<file path="config.mk">
export PLATFORM = sky130hd
export DESIGN_NAME = bcd_disp_mux
export DESIGN_NICKNAME = d
export VERILOG_FILES = /design/src/rtl/bcd_disp_mux.sv
export SDC_FILE = /design/constraint.sdc
export NUM_CORES = 1
export LEC_CHECK = 0
export CAP_MARGIN = 25
export CORE_ASPECT_RATIO = 0.8
export CORE_MARGIN = 3
export CORE_UTILIZATION = 54
export DETAILED_ROUTE_END_ITERATION = 8
export GPL_ROUTABILITY_DRIVEN = 0
export PLACE_DENSITY = 0.78
export SYNTH_ARGS = -nofsm -noshare
export SYNTH_HDL_FRONTEND = slang
export SYNTH_SLANG_ARGS = --single-unit
</file>
<file path="constraint.sdc">
create_clock -name clk -period 2.6 [get_ports clk]
set_clock_uncertainty 0.05 [all_clocks]
set_input_delay 0.26 -clock clk [delete_from_list [all_inputs] [get_ports clk]]
set_output_delay 0.26 -clock clk [all_outputs]
set_load 0.02 [all_outputs]
</file>
<file path="src/rtl/bcd_disp_mux.sv">
// Two-digit multiplexed 7-segment driver for a packed BCD count.
// Latches a tear-free snapshot once per frame and scans ones then tens.
module bcd_disp_mux #(
   parameter int unsigned REFRESH_DIV = 4
) (
   input  logic       clk,
   input  logic       rst,
   input  logic       en,
   input  logic [7:0] bcd_in,
   input  logic       blank_lz,
   output logic [1:0] an,
   output logic [6:0] seg,
   output logic       frame_done,
   output logic       err
);

   localparam int unsigned CNT_W = (REFRESH_DIV < 2) ? 1 : $clog2(REFRESH_DIV);
   localparam logic [CNT_W-1:0] CNT_LAST = CNT_W'(REFRESH_DIV - 1);

   typedef enum logic [1:0] {
      IDLE = 2'd0,
      ONES = 2'd1,
      TENS = 2'd2
   } state_t;

   state_t           state_q, state_d;
   logic [CNT_W-1:0] cnt_q, cnt_d;
   logic [7:0]       snap_q, snap_d;
   logic             lz_q, lz_d;
   logic             err_q, err_d;
   logic             fd_q, fd_d;
   logic             tick;
   logic             load;

   function automatic logic [6:0] seg_decode(input logic [3:0] nib);
      logic [6:0] s;
      case (nib)
         4'd0:    s = 7'h3F;
         4'd1:    s = 7'h06;
         4'd2:    s = 7'h5B;
         4'd3:    s = 7'h4F;
         4'd4:    s = 7'h66;
         4'd5:    s = 7'h6D;
         4'd6:    s = 7'h7D;
         4'd7:    s = 7'h07;
         4'd8:    s = 7'h7F;
         4'd9:    s = 7'h6F;
         default: s = 7'h40;
      endcase
      return s;
   endfunction

   assign tick = en && (cnt_q == CNT_LAST);
   // Snapshot only at frame starts so a digit pair is never torn mid-scan.
   assign load = tick && ((state_q == IDLE) || (state_q == TENS));

   always_ff @(posedge clk) begin
      if (rst) begin
         state_q <= IDLE;
         cnt_q   <= '0;
         snap_q  <= '0;
         lz_q    <= 1'b0;
         err_q   <= 1'b0;
         fd_q    <= 1'b0;
      end else begin
         state_q <= state_d;
         cnt_q   <= cnt_d;
         snap_q  <= snap_d;
         lz_q    <= lz_d;
         err_q   <= err_d;
         fd_q    <= fd_d;
      end
   end

   always_comb begin
      state_d = state_q;
      cnt_d   = cnt_q;
      snap_d  = snap_q;
      lz_d    = lz_q;
      err_d   = err_q;
      fd_d    = 1'b0;
      if (!en) begin
         state_d = IDLE;
         cnt_d   = '0;
      end else begin
         cnt_d = tick ? '0 : cnt_q + CNT_W'(1);
         case (state_q)
            IDLE: if (tick) state_d = ONES;
            ONES: if (tick) state_d = TENS;
            TENS: begin
               if (tick) begin
                  state_d = ONES;
                  fd_d    = 1'b1;
               end
            end
            default: state_d = IDLE;
         endcase
      end
      if (load) begin
         snap_d = bcd_in;
         lz_d   = blank_lz;
         err_d  = (bcd_in[7:4] > 4'd9) || (bcd_in[3:0] > 4'd9);
      end
   end

   always_comb begin
      an  = 2'b00;
      seg = 7'h00;
      case (state_q)
         ONES: begin
            an  = 2'b01;
            seg = seg_decode(snap_q[3:0]);
         end
         TENS: begin
            an  = 2'b10;
            seg = (lz_q && (snap_q[7:4] == 4'd0)) ? 7'h00 : seg_decode(snap_q[7:4]);
         end
         default: begin
            an  = 2'b00;
            seg = 7'h00;
         end
      endcase
   end

   assign frame_done = fd_q;
   assign err        = err_q;

endmodule

</file>
Yosys cells after proc, flatten, opt, wreduce, memory -nomap -nowiden
Memory sizes are Yosys's and may differ from the RTL's. A register that Yosys moved wholly into a read port is not among the register bits.
Cells that the tools add are included.

storage, ports and cells
  register bits after elaboration = 15
  bits in read-only memories = 224
  bits of input ports = 12
  output and inout bits = 11
  word-level logic and storage cells = 41
  memories kept = 2

memory list
  memory            words  width  read ports  clocked after Yosys merged registers in  wr ports  line  source
  (name not given)  16     7      1           1                                        0         37    case (nib)
  (name not given)  16     7      1           1                                        0         37

cells by class
  $add $sub $neg = 1
  magnitude comparators = 2
  equal/unequal tests = 5
  multiplexer cells = 11
  bitwise gates (word level) = 2
  reductions and logical operators = 12

operator list
  kind                                                                     count
  4-bit 2-to-1 mux                                                         4
  7-bit case mux with 2 select lines                                       1
  4-bit greater-than comparator, second input constant                     2
  2-bit case mux with 2 select lines                                       2
  7-bit 2-to-1 mux                                                         1
  3-bit OR reduction                                                       2
  2-bit equality test, second input constant                               2
  4-bit zero test                                                          1
  2-bit 2-to-1 mux                                                         2
  2-bit OR reduction                                                       2
  1-bit logical AND                                                        3
  2-bit by 1-bit adder with 2-bit output, second input constant            1
  2-bit by 1-bit equality test with 1-bit output, second input constant    1
  2-bit zero test                                                          1
  1-bit logical OR                                                         2
  2-bit by 1-bit inequality test with 1-bit output, second input constant  1
  2-bit inequality test, second input constant                             1
  1-bit NOT                                                                2
  2-bit AND reduction                                                      1
  1-bit 2-to-1 mux                                                         1

Depth between registers and ports, before layout
Gate-level depths: netlist of the first run.

  depth after elaboration = 5
  mapped depth = 11

Least setup slack after synthesis of the first run
No wires, ideal clock.

  kind = reg2reg
  start point = register state_q[0]
  end point = register with a tool-made name
  setup time = 127 ps
  arrival time = 2133 ps
  required time = 2423 ps
  setup slack = 290 ps
  stages on the path, launching flop included = 10
  cells stage by stage = dfxtp_1 inv_1 ha_1 o211a_1 buf_6 buf_12 mux2i_4 ha_1 nor2_1 or3_1

RTL lines
  what                      line  source
  start: declaration        26    state_t state_q, state_d;
  start signal: assignment  66    state_q <= state_d;

==> results of run 1 <==
-- power by group --
part           leakage, nW  internal (mW)  switching [mW]
clock               0.0542          0.239           0.172
combinational        0.650         0.0290          0.0225
sequential           0.234          0.448         0.00175
total                0.939          0.716           0.196
-- worst min-delay path by stage --
stage          cells after the start      from  slack [ns]  endpoint
2_1_floorplan                      2  blank_lz        0.35      lz_q
3_3_place_gp                       1  cnt_q[0]        0.36  cnt_q[0]
3_5_place_dp                       1  cnt_q[0]        0.38  cnt_q[0]
4_1_cts                            1  cnt_q[0]        0.39  cnt_q[0]
5_1_grt                            1  cnt_q[0]        0.42  cnt_q[0]
6_report                           1  cnt_q[0]        0.38  cnt_q[0]
-- layout make-up --
| cell class | count | area, um^2 | share of cell area, % |
|---|---|---|---|
| timing repair buffer | 29 | 303 | 14.6 |
| inverter | 13 | 51.3 | 2.47 |
| multi-input combinational | 132 | 996 | 47.9 |
| sequential | 29 | 581 | 27.9 |
| clock buffer | 7 | 96.3 | 4.63 |
| tap | 38 | 47.5 | 2.29 |
| clock inverter | 1 | 5.00 | 0.241 |
-- metrics by stage --
step / power [mW] / worst slack (ns) / area [um^2] / std cells
global placement: 0.509 / 0.273 / 1960 / 241
CTS: 0.915 / 0.0312 / 2060 / 249
global route: 0.938 / 0.00227 / 2080 / 249
floorplan: 0.484 / 0.290 / 1670 / 179
finish: 0.912 / 0.204 / 2080 / 249
detailed placement: 0.511 / 0.187 / 1960 / 241
-- worst max-delay path: stages, from the launching register on --
cell and delay (ns):
dfxtp_1 0.41, inv_1 0.09, ha_1 0.27, o211ai_1 0.37
nand2_1 0.13, a21oi_1 0.32, inv_1 0.17, ha_1 0.24
a211o_1 0.25
-- placed cells by master (no fill, tap or decap), types with 2 or more instances in the layout --
master and n:
dfxtp_1 29, buf_4 6, dlymetal6s2s_1 7, o21ai_0 2, mux2i_2 2, a22oi_1 9, or3_1 4, nor2b_1 15
a21oi_1 9, or2b_2 4, nor3b_1 5, nor3b_2 2, nor3_1 10, clkdlybuf4s50_1 15, nand2b_1 7, mux2i_1 4
nor2_1 17, ha_1 18, nand2_1 7, mux2i_4 3, o21a_1 2, o22ai_1 2, a211o_1 3, clkbuf_8 7
inv_1 12
-- what timing repair did --
item                       in CTS  in global routing
hold buffers                    0                  0
resized for setup               0                  7
setup endpoints to repair       0                  8
buffers inserted                0                  0
-- kinds of logic after synthesis --
kind of cell | synth area share (%)
and+or+nand+nor | 24.9
AOI/OAI and AO/OA | 13.1
muxes | 8.07
DFF | 34.7
adders and majority gates | 13.5
buffers and inverters | 5.83
-- metal layers --
metal | wire length, um | vias to the layer above
met5 | 0 | -
li1 | - | 677
met4 | 69 | 0
met1 | 1750 | 627
met3 | 241 | 6
met2 | 1600 | 39
==> metrics.md, run 1 <==
| Metric | Value |
|---|---|
| Die extent in y | 55.8 um |
| Initial Util | 58.7% |
| Synth Instances | 179 |
| Core area | about 2900 um^2 |
| DR WL/cell | 14.7 um |
| Final core utilization | 73.0% |
| Yosys cell types | 33 |
| Critical path origin | state_q[0] |
| CP Capture Type | flop |
| Root Buffer | clkbuf_8 |
| Dominant cells by area after synthesis | dfxtp_1, ha_1, nor2b_1 |
| Critical path class | reg -> reg |
| Mapped Avg Cell Area | 9.35 um^2 |
| Synth-to-Final Area Change | 24.2% |
| RSZ-0062 raised after global routing | no |
| Reg2reg start | state_q[0] |
| Met3 Use GR | 5.25% |
| Max FO, Critical Path | 6 |
| Met1 Use GR | 29.6% |
| PD cells | 439 nW/um^2 |
| Max H-tree Level | 2 |
| Final worst path period share | 92.1% |
| CTS buffer count | 5 |
| Pin count of the biggest net entering global routing | 16 |
| GRT Overall Usage | 21.5% |
| Via/cell ratio | 5.42 |
| Layout cells sized above 1 | 13.7% |
| FILL cells | roughly 220 |
| Crit path time final | 2.40 ns |
| Post-Syn Area | 1670 um^2 |
| CTS clk-pin slew, worst paths | ~0.060 ns |
| Routed Antenna Nets | 0 |
| Routed via count | between 1k and 1.5k |
| Vias in the first global route | between 1k and 1.5k |
| Row Count | 17 |
| Worst relative slew slack | between 60% and 70% |
| EDFF count, synth | 0 |
| Max Root-Sink Buffers | 2 |
| Global-route wire length before repair | 6.12 mm |
| IO Count | 23 |
| TNS Setup | 0 ns |
| IO Port Bufs | 22 |
| Syn Nets | 209 |
| Initial DRC Count | 90 |
| Full die area | 3810 um^2 |
| Final Hold Slack | 0.382 ns |
| Final setup fails | 0 |
| Synth Flop Type | dfxtp_1 |
| Leakage | 0.939 nW |
| Initial antenna violation count | 0 |
| Cell taking the most area after synthesis | dfxtp_1 |
| Yosys top cell area share | 34.7% |
| Antenna Cells | 0 |
| Clk sinks | 29 |
| Maxcap violations | 0 |
| Ys Warns | 0 |
| 1st-pass router iterations | 4 |
| Clock insertion delay at the later pin of the skew report | 0.28 ns |
| Grt met2 use | 31.5% |
| Worst Hold Class | reg -> reg |
| WL final | 3.67 mm |
| Chip Width | around 70 um |
| Post-synth ARST share | 0% |
| Critical Path AT | 2.51 ns |
| Synth Register Bits | 29 |
| Final #Nets | 240 |
| CTS tree | built |
| HPWL after DPL | ~2.7 mm |
| Drt drc | 0 |
| Seq/Total Area, Yosys | between 30% and 40% |
| GRT overflow | 0 |
| Count of final hold-check violations | 0 |
| Max IR drop VDD | ~320 uV |
| R2r setup slk | 0.20 ns |
| Reg2reg path depth | 8 |
| CP Data Required Time | 2.72 ns |
| Gr busiest metal | met2 |
| Most common cell in the netlist | dfxtp_1 |
| Max-slew violations | 0 |
| Most frequent cells after synthesis | dfxtp_1, ha_1, nor2_1 |
| Worst slew pin tran | 0.480 ns |
| Outcome | finished, final reports clean |
| Startpoint types | flop |
| Max Fclk | 417 MHz |
Power figures use the tool's default switching activity.
==> inputs of run 2 (changes only) <==
CORE_UTILIZATION = 60   (was 54)
DONT_BUFFER_PORTS = 1   (was default)
PLACE_DENSITY = 0.75   (was 0.78)
==> metrics.md, run 2 (synthesized netlist as in run 1, its figures left out) <==
| Metric | Value |
|---|---|
| WL final | 3.62 mm (-1.1%) |
| Max H-tree Level | 2 (unchanged) |
| Drt drc | 0 (unchanged) |
| Initial Util | 65.8% (+7.1 points) |
| CTS clk-pin slew, worst paths | 0.10 ns (+0.04 ns) |
| RSZ-0062 raised after global routing | no |
| Global-route wire length before repair | 5.93 mm (-3.0%) |
| Final setup fails | 0 (unchanged) |
| Sw Ratio | 20.2% (-1.3 points) |
| Clock power share | 45.0% (about the same) |
| Crit path time final | 2.40 ns (+0.00282 ns) |
| Count of final hold-check violations | 0 (unchanged) |
| Grt met2 use | 36.2% (+4.7 points) |
| Tot Pwr | 0.866 mW (-5.1%) |
| Initial antenna violation count | 0 (unchanged) |
| PD cells | 480 nW/um^2 (+9.5%) |
| Final worst path period share | 92.3% (+0.11 points) |
| 1st-pass router iterations | 5 (+1) |
| Met3 Use GR | 7.86% (+2.6 points) |
| Chip Width | 65.1 um (-4.7%) |
| Register area | 581 um^2 (unchanged) |
| Sw Pwr | 0.175 mW (-11%) |
| Layout cells sized above 1 | 12.9% (-0.84 points) |
| DR WL/cell | 16.3 um (+11%) |
| CTS buffer count | 5 (unchanged) |
| CP Data Required Time | 2.82 ns (+0.10 ns) |
| CTS-repair resized insts | 0 (unchanged) |
| Post-CTS setup buffers | 0 (unchanged) |
| Gr busiest metal | met2 |
| Synth-to-Final Area Change | 7.70% |
| Worst relative slew slack | 58.6% (-8.8 points) |
| Most common cell after layout, fill and taps aside | dfxtp_1 |
| Die extent in y | 53.2 um (-4.6%) |
| Seq pwr share | 51.9% (+2.6 points) |
| Clk sinks | 29 (unchanged) |
| Antenna Cells | 0 (unchanged) |
| Worst Hold Class | in -> reg |
| Core area | 2540 um^2 (-11%) |
| CTS tree | built |
| Vias in the first global route | 1250 (-4.9%) |
| Clock insertion delay at the later pin of the skew report | 0.33 ns (+0.05 ns) |
| Routed Antenna Nets | 0 (unchanged) |
| IO Count | 23 (unchanged) |
| Pin count of the biggest net entering global routing | 23 (+7) |
| GRT overflow | 0 (unchanged) |
| Critical Path AT | 2.62 ns (+0.11 ns) |
| TNS Setup | 0 ns (unchanged) |
| CP Capture Type | flop |
| Final #Nets | 215 (-10%) |
| Via/cell ratio | 5.77 (+6.4%) |
| Combinational share of power | 3.1% (-2.5 points) |
| Leakage | 0.705 nW (-25%) |
| Max FO, Critical Path | 6 (unchanged) |
| Outcome | finished, final reports clean |
| Met1 Use GR | 31.3% (+1.7 points) |
| Routed via count | 1280 (-5.1%) |
| Critical path class | reg -> reg |
| Maxcap violations | 0 (unchanged) |
| Multi-input gate area in the final layout | 996 um^2 (unchanged) |
| Max-slew violations | 0 (unchanged) |
| Max Fclk | 417 MHz (-0.12%) |
| HPWL after DPL | 2.63 mm (-3.8%) |
| Commonest non-fill, non-tap cells in the layout | dfxtp_1, ha_1, nor2_1 |
| Max Root-Sink Buffers | 2 (unchanged) |
| GRT Overall Usage | 23.9% (+2.4 points) |
| Startpoint types | flop |
| Full die area | 3460 um^2 (-9.0%) |
| Max IR drop VDD | 348 uV (+7.6%) |
| Int Pwr | 0.691 mW (-3.5%) |
| Row Count | 16 (-1) |
| Initial DRC Count | 82 (-8.9%) |
| Root Buffer | clkbuf_4 |
| Worst slew pin tran | 0.618 ns (+0.139 ns) |
| FILL cells | 208 (-4.1%) |
| IO Port Bufs | 0 (-100%) |
run 2: worst max-delay path: stages (launching register included):
cell,delay [ns]
dfxtp_1,0.43
inv_1,0.10
ha_1,0.25
o211a_1,0.29
mux2i_1,0.47
inv_1,0.25
ha_1,0.26
nor2_1,0.11
a211o_1,0.13
run 2: layout make-up:
class	count	share of cell area (%)
multi-input cells	132	55.2
well taps	36	2.50
inverters	13	2.85
flip-flops and latches	29	32.2
repair buffers	4	2.50
clock inverters	1	1.67
clock buffers	7	3.05
run 2: through the flow:
stage	area [um^2]	utilization, %	cells	worst slack, ns	hold slack (ns)
floorplan	1670	-	179	0.290	0.346
global placement	1710	67.2	213	0.360	0.283
detailed placement	1710	67.2	213	0.257	0.285
CTS	1800	70.9	222	0.208	0.00908
global route	1800	70.9	222	0.000954	0.00684
finish	1800	70.9	222	0.201	0.00752
run 2: path summary, 6_finish.rpt:
path	start	endpoint	slack [ns]	cells past startpoint
worst max-delay path	state_q[0]	flop	0.20	8
worst min-delay path	blank_lz	lz_q	0.008	2
worst max register to register	state_q[0]	flop	0.20	8
worst min register to register	cnt_q[0]	cnt_q[0]	0.39	1
run 2: what timing repair did:
item,CTS,global route
hold buffers,1,0
endpoints found under the setup margin,0,0
hold endpoints to repair,4,0
run 2: routing by layer:
metal | share of wire (%) | up-vias | wire length [um]
met5 | 0 | - | 0
met4 | 1.7 | 0 | 61
met3 | 8.4 | 8 | 304
met2 | 45 | 54 | 1620
met1 | 45 | 599 | 1640
li1 | - | 619 | -
run 2: power by group through the flow:
stage	clock, mW	combinational, mW	sequential (mW)
4_1_cts	0.389	0.0265	0.450
3_3_place_gp	0	0.0230	0.460
5_1_grt	0.405	0.0293	0.450
2_1_floorplan	0	0.0243	0.459
3_5_place_dp	0	0.0241	0.460
6_report	0.390	0.0265	0.450
==> inputs of run 3 (changes only) <==
RECOVER_POWER = 100   (was default)
==> metrics.md, run 3 (synthesized netlist as in run 1, its figures left out) <==
| Metric | Value |
|---|---|
| Initial Util | 65.8% (unchanged) |
| Area of all placed cells without fillers | 1770 um^2 (-1.9%) |
| RSZ-0062 raised after global routing | no |
| Critical path class | reg -> reg |
| WL final | 3.63 mm (about the same) |
| Register area | 581 um^2 (unchanged) |
| PD cells | 488 nW/um^2 (+1.6%) |
| Multi-input gate area in the final layout | 967 um^2 (-2.9%) |
| Worst relative slew slack | 53.0% (-5.6 points) |
| Clk sinks | 29 (unchanged) |
| Max IR drop VDD | 337 uV (-3.1%) |
| Critical Path AT | 2.62 ns (about the same) |
| Max H-tree Level | 2 (unchanged) |
| GRT Overall Usage | 23.9% (unchanged) |
| Chip Width | 65.1 um (unchanged) |
| CTS clk-pin slew, worst paths | 0.10 ns (about the same) |
| Via/cell ratio | 5.73 (-0.62%) |
| Die extent in y | 53.2 um (unchanged) |
| Full die area | 3460 um^2 (unchanged) |
| CTS-repair resized insts | 0 (unchanged) |
| Final core utilization | 69.5% (-1.4 points) |
| Global-route wire length before repair | 5.93 mm (unchanged) |
| CTS buffer count | 5 (unchanged) |
| Routed via count | 1272 (-0.63%) |
| Most common cell after layout, fill and taps aside | dfxtp_1 |
| DR WL/cell | 16.3 um (about the same) |
| Antenna Cells | 0 (unchanged) |
| Maxcap violations | 0 (unchanged) |
| TNS Setup | 0 ns (unchanged) |
| Max Root-Sink Buffers | 2 (unchanged) |
| Final worst path period share | 94.9% (+2.6 points) |
| Layout cells sized above 1 | 10.8% (-2.2 points) |
| Final #Nets | 215 (unchanged) |
| Leakage | 0.692 nW (-1.8%) |
| Initial antenna violation count | 0 (unchanged) |
| Slowest CP cell | mux2i_1 |
| Crit-path cells | inv_1 > ha_1 > o211a_1 > buf_12 > mux2i_1 > nor3b_2 > or3_1 |
| FILL cells | 216 (+3.8%) |
| CTS tree | built |
| Pin count of the biggest net entering global routing | 23 (unchanged) |
| Max FO, Critical Path | 14 (+8) |
| Final setup fails | 0 (unchanged) |
| Initial DRC Count | 79 (-3.7%) |
| Worst slew pin tran | 0.685 ns (+0.0666 ns) |
| Synth-to-Final Area Change | 5.61% |
| Commonest non-fill, non-tap cells in the layout | dfxtp_1, ha_1, nor2_1 |
| Root Buffer | clkbuf_4 |
| Startpoint types | flop |
| Placed instance area | 1710 um^2 (unchanged) |
| Clock insertion delay at the later pin of the skew report | 0.33 ns (about the same) |
| Vias in the first global route | 1250 (unchanged) |
| IO Port Bufs | 0 (unchanged) |
| 1st-pass router iterations | 4 (-1) |
| GRT overflow | 0 (unchanged) |
| Drt drc | 0 (unchanged) |
| Slowest stage delay, CP | 0.52 ns (+0.05 ns) |
| IO Count | 23 (unchanged) |
| CP Capture Type | flop |
| CP Data Required Time | 2.75 ns (-0.07 ns) |
| Max Fclk | 405 MHz (-2.8%) |
| Max-slew violations | 0 (unchanged) |
| Worst Hold Class | in -> reg |
| Row Count | 16 (unchanged) |
| Crit path time final | 2.47 ns (+0.0686 ns) |
| Outcome | finished, final reports clean |
| Count of final hold-check violations | 0 (unchanged) |
| HPWL after DPL | 2.63 mm (unchanged) |
| Routed Antenna Nets | 0 (unchanged) |
| Core area | 2540 um^2 (unchanged) |
-- run 3: what timing repair did --
item	4_1_cts	5_1_grt
hold buffers	1	0
buffers inserted	0	0
hold endpoints to repair	4	0
-- run 3: final cells by class --
class / instances / share of cell area (%)
Clock buffer: 7 / 3.11
Clock inverter: 1 / 1.70
Inverter: 13 / 2.90
Multi-Input combinational cell: 132 / 54.7
Sequential cell: 29 / 32.8
Tap cell: 36 / 2.55
Timing Repair Buffer: 4 / 2.19
-- run 3: worst paths after layout --
path	from	end	slack, ns	cells past startpoint
hold reg to reg	cnt_q[0]	cnt_q[0]	0.39	1
setup reg to reg	state_q[0]	flop	0.13	7
setup / recovery	state_q[0]	flop	0.13	7
hold / removal	blank_lz	lz_q	0.008	2
-- run 3: critical path: cells and delay by family, from the launching register on --
family	cells	cell delay, ns
flip-flops	1	0.43
AND/OR/NAND/NOR	2	0.54
buffers and inverters	2	0.27
AO/OA/AOI/OAI	1	0.29
adder cells (fa/ha/maj)	1	0.25
multiplexers	1	0.52
-- run 3: metal layers --
layer  GRT usage [%]  up-vias  part of all wire [%]
met5               0        -                     0
met4            9.66        0                   1.6
met3            7.86        6                   7.3
met2            36.2       47                    44
met1            31.3      599                    47
li1                -      620                     -
-- run 3: metrics by stage --
stage	hold slack, ns	power (mW)	std cells	setup WS, ns
final	0.00765	0.863	222	0.133
after global routing	0.00684	0.883	222	0.00538
after CTS	0.00908	0.865	222	0.208
after global placement	0.283	0.483	213	0.360
after floorplan	0.346	0.484	179	0.290
after detailed placement	0.285	0.484	213	0.257
-- run 3: report_power, final --
group          switching (mW)  internal, mW  total [mW]  leakage [nW]
Clock                   0.159         0.229       0.388        0.0455
Combinational          0.0120        0.0131      0.0251         0.412
Sequential            0.00195         0.448       0.450         0.234
